**src/rtl/pri_enc_16_4.sv**
```systemverilog
// pri_enc_16_4: registered 16-to-4 priority encoder with pending store and valid/ack handshake
module pri_enc_16_4 #(
  parameter bit RR_EN = 1'b0
) (
  input  logic        clk,
  input  logic        reset,
  input  logic        en,
  input  logic [15:0] req,
  input  logic        ack,
  output logic [3:0]  idx,
  output logic        valid,
  output logic [15:0] pend,
  output logic        overrun
);
  logic [15:0] req_q, rise, clr, p_next;
  logic [3:0] last, base, sel, j;
  always_comb begin
    rise = req & ~req_q & {16{en}};
    clr = (valid && ack) ? 16'(1) << idx : '0;
    p_next = (pend & ~clr) | rise;
    base = (valid && ack) ? idx : last;
    sel = '0;
    j = '0;
    for (int i = 0; i < 16; i++) begin
      j = RR_EN ? base + 4'd1 + 4'(15 - i) : 4'(i);
      if (p_next[j]) sel = j;
    end
  end
  always_ff @(posedge clk) begin
    if (reset) begin
      req_q <= '0;
      pend <= '0;
      idx <= '0;
      valid <= 1'b0;
      last <= 4'd15;
      overrun <= 1'b0;
    end else begin
      req_q <= req;
      pend <= p_next;
      overrun <= |(rise & pend & ~clr);
      if (valid && ack) last <= idx;
      if (!valid || ack) begin
        valid <= |p_next;
        if (|p_next) idx <= sel;
      end
    end
  end
endmodule

```
**config.mk**
```make
export PLATFORM = sky130hd
export DESIGN_NAME = pri_enc_16_4
export DESIGN_NICKNAME = d
export VERILOG_FILES = /design/src/rtl/pri_enc_16_4.sv
export SDC_FILE = /design/constraint.sdc
export NUM_CORES = 1
export LEC_CHECK = 0
export CAP_MARGIN = 10
export CORE_ASPECT_RATIO = 1.5
export CORE_UTILIZATION = 54
export CTS_CLUSTER_DIAMETER = 80
export CTS_CLUSTER_SIZE = 12
export DETAILED_ROUTE_END_ITERATION = 16
export PLACE_DENSITY_LB_ADDON = 0.12
export SYNTH_ARGS = -nofsm -noshare
export SYNTH_HDL_FRONTEND = slang
export SYNTH_SLANG_ARGS = --single-unit
```
**constraint.sdc**
```tcl
create_clock -name clk -period 5.2 [get_ports clk]
set_input_delay 1.04 -clock clk [delete_from_list [all_inputs] [get_ports clk]]
set_output_delay 1.04 -clock clk [all_outputs]
set_load 0.05 [all_outputs]
```
## Word-level counts from Yosys, hierarchy flattened

Cells that the tools add are included.
Widths: inputs -> output; s select.

- Output and inout bits: 22
- Word-level logic and storage cells: 36
- Bits of input ports: 20
- Register bits: 38

- Bitwise logic cells: 8
- Muxes and demuxes: 16
- Shift-type cells: 1
- Reduce and logical (&&, ||, !) cells: 6

Operators by type and width:

| kind | number |
|---|---|
| $and 16x16->16 | 5 |
| $mux 4 | 14 |
| $not 16->16 | 2 |
| $reduce_or 16->1 | 2 |
| $mux 16 | 1 |
| $or 16x16->16 | 1 |
| $shl 1x4->16 const A | 1 |
| $reduce_and 2->1 | 1 |
| $logic_and 1x1->1 | 1 |
| $logic_not 1->1 | 1 |
| $logic_or 1x1->1 | 1 |
| $mux 1 | 1 |

## Longest topological paths before layout

Gate-level depths: netlist (run 1).

- Depth after elaboration: 20
- Gate-level depth with buffers: 9
- Gate-level depth less buffers: 7

## Worst setup path before layout (run 1)

Ideal clock, no wire load.

- Path kind: in2reg
- Start point: in en
- End point: reg idx[1]
- Setup time: 0.073 ns
- Arrival time: 2.539 ns
- Buffers on the path: 1
- Slack: 2.588 ns
- Required time: 5.127 ns
- Cell stages on the path: 8
- Path through: clkbuf_8 -> and3b_2 -> a211oi_2 -> nand3_2 -> nor4_4 -> a21oi_2 -> nor4b_1 -> nor3_2

- Longest elaborated chain between the ends: 16
- Elaborated cells on any way between the ends: 18
- Classes of those cells: mux: 14; bitwise: 2; reduce/logical: 2

RTL lines:

| what | RTL line | text |
|---|---|---|
| from (decl) | 7 | `input logic en,` |
| $and 16x16->16 (*) | 18 | `rise = req & ~req_q & {16{en}};` |
| $or 16x16->16 (*) | 20 | `p_next = (pend & ~clr) \| rise;` |
| $mux 4 (14 in series) | 26 | `if (p_next[j]) sel = j;` |
| to (signal assigned) | 44 | `if (\|p_next) idx <= sel;` |
| to (decl) | 10 | `output logic [3:0] idx,` |

Every way passes the cells marked *; elsewhere a longest branch is shown, timed or not.
A chain may end at the register's enable or synchronous reset.

## Final worst setup path (run 1)

- Start point: in ack
- End point: reg idx[1]

- Longest elaborated chain between the ends: 19
- Elaborated cells on any way between the ends: 22
- Classes of those cells: mux: 15; bitwise: 3; reduce/logical: 4

RTL lines:

| what | RTL line | text |
|---|---|---|
| from (decl) | 9 | `input logic ack,` |
| $logic_and 1x1->1 | n/a |  |
| $mux 16 | 19 | `clr = (valid && ack) ? 16'(1) << idx : '0;` |
| $not 16->16 | 20 |  |
| $and 16x16->16 | 20 |  |
| $or 16x16->16 | 20 |  |
| $mux 4 (14 in series) | 26 |  |

Several ways; a longest one is shown, not always the timed one.

==> flow_summary.ini, run 1 <==
[run_status]
status = finished, final reports clean

[cells_and_area]
post-route-cell-area_um2 = 2380
ff_latch_area_um2 = 761
insertedDiodeCount = 0
most_used_cells_in_the_layout_excluding_fill_and_tap_cells = clkdlybuf4s50_1, dfxtp_1, nor2_1
multi_input_area_um2 = 1060
most_common_library_cell_in_the_layout_ignoring_fill_and_taps = clkdlybuf4s50_1
final_cells = 293
fin_nets = 271
layout-drive-gt1-share = 0.0996
area_delta_synth_final_pct = 23.7
num-fill-cells = 289

[routing]
wl_per_cell_um = 15.8
route.final.wire_length_mm = 4.62
routed_via_count_divided_by_cell_count = 5.96
vias_after_detailed_routing = 1747
drt_first_iter_violations = 80
ant_nets = 0
remaining_drc_errors = 0
dr.pass1.iters = 4

[global_routing]
sum_of_overflow_across_all_layers_after_global_routing = 0
grt_usage = 0.278
antenna_violations_before_repair = 0
number_of_global_route_vias_before_repair = 1624
grt_start_max_net_pins = 40
grt_first_pass_wirelength_mm = 7.79

[sta]
fin_crit_sh = 0.637
report.final.hold_viol_count = 0
clock_skew_ns = 0.00925
clock.fmax_ghz = 0.302
unrepaired_setup_endpoints_after_global_routing = no
finalMaxSlewViolations = 0
worst_slew_margin_rel = 0.629
setup-tns-final_ns = 0
final.min_clock_period_ns = 3.31
setup_violations = 0
tightestPinTransition_ns = 0.555

[yosys]
synth.distinct_cells = 52
syn_avg_cell_area_um2 = 9.12
synth_edf_count = 0
synth_seq_cells = 38
synth.yosys.warnings = 0
asyncSetResetFlopFracSynth = 0
synthFlopType = dfxtp_1
synthCells = 211
synth_area_um2 = 1920
synth.net_count = 231
ys_seq_area_frac = 0.395

[place]
numPortBuffers = 41
place_inst = 286
routability_congestion = 0.892
placement.cell_area_um2 = 2300
dp.final_hpwl_mm = 3.41

[min_path]
hold_class = flop to flop
hp_start = pend[0]

[worst_setup_path]
critical_path.top_delay_family = simple AND/OR/NAND/NOR gates
start_kind = input pin
critPathMaxFanout = 9
cp.required_ns = 5.42
ff2ff_setup_slack_ns = 2.76
critPathCaptureType = flop
critical_path.n_buffers_inverters = 1
r2r-start = idx[1]
crit_path_max_incr_delay_ns = 0.58
crit_path_start = ack
criticalPathCategory = input pin to flop
cp_cell_sequence = clkdlybuf4s50_1, nand4bb_1, a211oi_4, nand3b_2, nor4_4, a21oi_2, nor4b_1, nor3_2
highest_delay_cell_along_the_critical_path = clkdlybuf4s50_1
cp.arrival_ns = 3.54

[pwr]
ir_drop_v = 0.000247
power_density_nw_per_um2 = 317
p_leak_nw = 0.875
design_power_total_mw = 0.754

[floorplan]
ios = 42
die_area_um2 = 3810
die_y_um = 75.1
placement_rows = 26
die_x_um = 50.7
floorplan.initialDensity = 0.563
fp.coreArea_um2 = 3420

[clock_network]
postCtsSetupBuffers = 0
cts_buffers = 5
numClockSinks = 38
cts_tree = built
ctsHtreeMaxLevel = 2
path_clk_slew_ns = 0.07
clk_root_buffer_cell = clkbuf_8
cts-resized-gates = 0
clock_insertion_delay_worst_skew_ns = 0.29
cts.hold.buffers_added = 0
cts-root-to-sink-buffers = 2

[job]
drv_cap = 0
-- report_power, final --
| group | internal [mW] | switching, mW | leakage (nW) |
|---|---|---|---|
| Sequential | 0.314 | 0.0254 | 0.316 |
| Combinational | 0.0871 | 0.142 | 0.520 |
| Clock | 0.0922 | 0.0940 | 0.0383 |
| Total | 0.493 | 0.261 | 0.875 |
-- state kept, by name (all words and copies together), names as in the netlist --
name,cells
idx,4
overrun,1
pend,16
req_q,16
valid,1
-- cells by family after synthesis --
family	count (synthesis)	synth area share
compound gates	63	0.221
flops	38	0.395
buf+inv	12	0.0527
mux	1	0.00520
simple gates	97	0.326
-- layer usage --
| metal | GRT usage | vias up | wire length [um] |
|---|---|---|---|
| met5 | 0 | - | 0 |
| met4 | 0.117 | 0 | 87 |
| met3 | 0.0626 | 8 | 213 |
| met2 | 0.465 | 70 | 2390 |
| met1 | 0.342 | 816 | 1920 |
| li1 | - | 853 | - |
-- Yosys cell counts (all sizes together), types with 4 or more instances --
master	n	area, um2
nand3	6	35.0
nand3b	11	86.3
dfxtp	38	761
a31oi	5	31.3
nand2	10	37.5
nand2b	4	27.5
o22ai	5	31.3
o211ai	5	56.3
nor2b	17	106
nor3	5	30.0
clkbuf	6	62.6
nor2	20	75.1
nand4	4	31.3
a21oi	21	113
o21ai	15	78.8
and3b	5	45.0
-- per-stage QoR --
step | utilization | worst slack, ns | hold slack, ns
3_5_place_dp | 0.675 | 1.60 | 0.538
3_3_place_gp | 0.675 | 1.78 | 0.523
2_1_floorplan | - | 2.59 | 0.532
5_1_grt | 0.697 | 1.67 | 0.577
4_1_cts | 0.697 | 1.91 | 0.550
6_report | 0.697 | 1.89 | 0.548
-- path summary, 6_finish.rpt --
check / to / cells after the start
worst max-delay path: idx[1] / 8
worst min-delay path: pend[0] / 2
worst max register to register: idx[1] / 7
worst min register to register: pend[0] / 2
-- area by class of cell --
type | count | share of cell area
multi-input cells | 161 | 0.446
inverters | 3 | 0.00473
flip-flops and latches | 38 | 0.319
repair buffers | 42 | 0.176
clock buffers | 7 | 0.0321
well taps | 42 | 0.0221
-- worst reg2reg max path, cell delays in order (launching register included) --
cell and delay (ns):
dfxtp_1 0.37, nand4bb_1 0.54, a211oi_4 0.48, nand3b_2 0.16
nor4_4 0.33, a21oi_2 0.16, nor4b_1 0.18, nor3_2 0.14
Power figures use the tool's default switching activity.
==> run 2, diff against run 1 <==
- CORE_UTILIZATION: 54 -> 45
- clock period: 5.2 -> 2.8 ns (I/O delays scaled with it)
==> run 2 against run 1 <==
  * Utilization down 5.1 points
  * Routed wire length up 8.6%
  * Worst hold slack worse by 0.0094 ns
  * Highest routed layer unchanged
  * Worst setup slack worse by 1.6 ns
  * Largest power group unchanged
  * Critical endpoint unchanged
==> flow_summary.ini, run 2 (synthesis gave the netlist of run 1 again) <==
[run_status]
status = finished, final reports clean

[cells_and_area]
most_common_library_cell_in_the_layout_ignoring_fill_and_taps = clkdlybuf4s50_1
final_cells = 324
largestRegisters = pend x16, req_q x16, idx x4
fin_nets = 298
area_delta_synth_final_pct = 35.2
layout-drive-gt1-share = 0.194
insertedDiodeCount = 0
most_used_cells_in_the_layout_excluding_fill_and_tap_cells = clkdlybuf4s50_1, dfxtp_1, buf_4
post-route-cell-area_um2 = 2600

[clock_network]
clock_insertion_delay_worst_skew_ns = 0.29
cts-root-to-sink-buffers = 2
clk_root_buffer_cell = clkbuf_8
cts.hold.buffers_added = 0
path_clk_slew_ns = 0.07
postCtsSetupBuffers = 0
cts_tree = built
cts_buffers = 5
cts-resized-gates = 0
numClockSinks = 38
ctsHtreeMaxLevel = 2

[routing]
dr_wl_met2_mm = 2.52
vias_after_detailed_routing = 1853
routed-wl-met3_um = 206
detail_route.wirelength.met1_mm = 2.19
dr.pass1.iters = 4
remaining_drc_errors = 0
routed_via_count_divided_by_cell_count = 5.72
ant_nets = 0
drt_first_iter_violations = 76
top_layer_used = met4
wl_per_cell_um = 15.5
route.final.wire_length_mm = 5.02

[pwr]
intPower_mw = 0.976
ir_drop_v = 0.000490
sw_frac_of_total = 0.342
design_power_total_mw = 1.48
netSwitchingPower_mw = 0.507
power_frac_comb = 0.318
power.share.sequential = 0.420
clock_power_share = 0.262
power_density_nw_per_um2 = 570
p_leak_nw = 1.01

[sta]
clock.fmax_ghz = 0.393
fin_crit_sh = 0.910
report.final.hold_viol_count = 0
clock_skew_ns = 0.00778
worst_slew_margin_rel = 0.556
tightestPinTransition_ns = 0.664
unrepaired_setup_endpoints_after_global_routing = no
final.min_clock_period_ns = 2.55
setup_violations = 0
finalMaxSlewViolations = 0

[floorplan]
ios = 42
placement_rows = 28
fp.coreArea_um2 = 4030
die_y_um = 82.1
floorplan.initialDensity = 0.478
die_area_um2 = 4550
die_x_um = 55.4

[worst_setup_path]
cp_cell_sequence = clkdlybuf4s50_1, buf_4, nand4_1, a21oi_1, o211ai_2, nor4_4, a21oi_2, nor4b_1, nor3_2
critPathMaxFanout = 7
cp.arrival_ns = 2.76
start_kind = input pin
critPathCaptureType = flop
criticalPathCategory = input pin to flop
crit_path_max_incr_delay_ns = 0.54
cp.required_ns = 3.02
highest_delay_cell_along_the_critical_path = clkdlybuf4s50_1

[place]
routability_congestion = 0.975
place_inst = 316
placement.cell_area_um2 = 2510
numPortBuffers = 41
dp.final_hpwl_mm = 3.85

[global_routing]
number_of_global_route_vias_before_repair = 1727
grt_first_pass_wirelength_mm = 8.01
antenna_violations_before_repair = 0
grt_usage = 0.228
grt_start_max_net_pins = 16
sum_of_overflow_across_all_layers_after_global_routing = 0

[min_path]
hold_class = flop to flop

[job]
drv_cap = 0
run 2: cell types whose count changed in the layout (fill, tap and decap cells not counted):
cell / previous run / this run
buf_4: 1 / 28
clkbuf_1: 2 / 1
clkbuf_8: 5 / 6
clkinv_2: 0 / 1
run 2: cell type report:
cell class,count,area (um2)
Inverter,3,11.3
Tap cell,45,56.3
Fill cell,368,1430
Clock buffer,7,86.3
Sequential cell,38,761
Clock inverter,1,5.00
Timing Repair Buffer,69,621
Multi-Input combinational cell,161,1060
run 2: metal layers:
metal / global-route usage / vias to the layer above
li1: - / 913
met1: 0.264 / 873
met2: 0.419 / 58
met3: 0.0405 / 9
met4: 0.0850 / 0
met5: 0 / -
run 2: final timing paths:
path / from / end / slack [ns] / cells after the start
hold reg to reg: pend[8] / pend[8] / 0.54 / 2
hold / removal: pend[8] / pend[8] / 0.54 / 2
setup reg to reg: idx[0] / idx[1] / 0.63 / 8
setup / recovery: ack / idx[1] / 0.25 / 9
run 2: worst max-delay path: cells and delay by family:
kind / cells / cell delay (ns)
simple gates: 4 / 0.96
buf+inv: 2 / 0.68
compound gates: 3 / 0.56
run 2: per-stage QoR:
step	setup slack [ns]	util	hold slack, ns	setup TNS [ns]
6_report	0.253	0.646	0.538	0
5_1_grt	0.0440	0.646	0.574	0
4_1_cts	0.216	0.646	0.542	0
3_5_place_dp	-0.0720	0.623	0.531	-0.129
3_3_place_gp	-0.0102	0.623	0.521	-0.0102
2_1_floorplan	0.484	-	0.532	0
run 2: power by group through the flow:
stage	Sequential [mW]	Clock, mW	Combinational [mW]
after detailed placement	0.635	0	0.469
after CTS	0.623	0.398	0.471
final	0.623	0.389	0.472
after global placement	0.635	0	0.466
after floorplan	0.728	0	0.208
after global routing	0.629	0.417	0.502
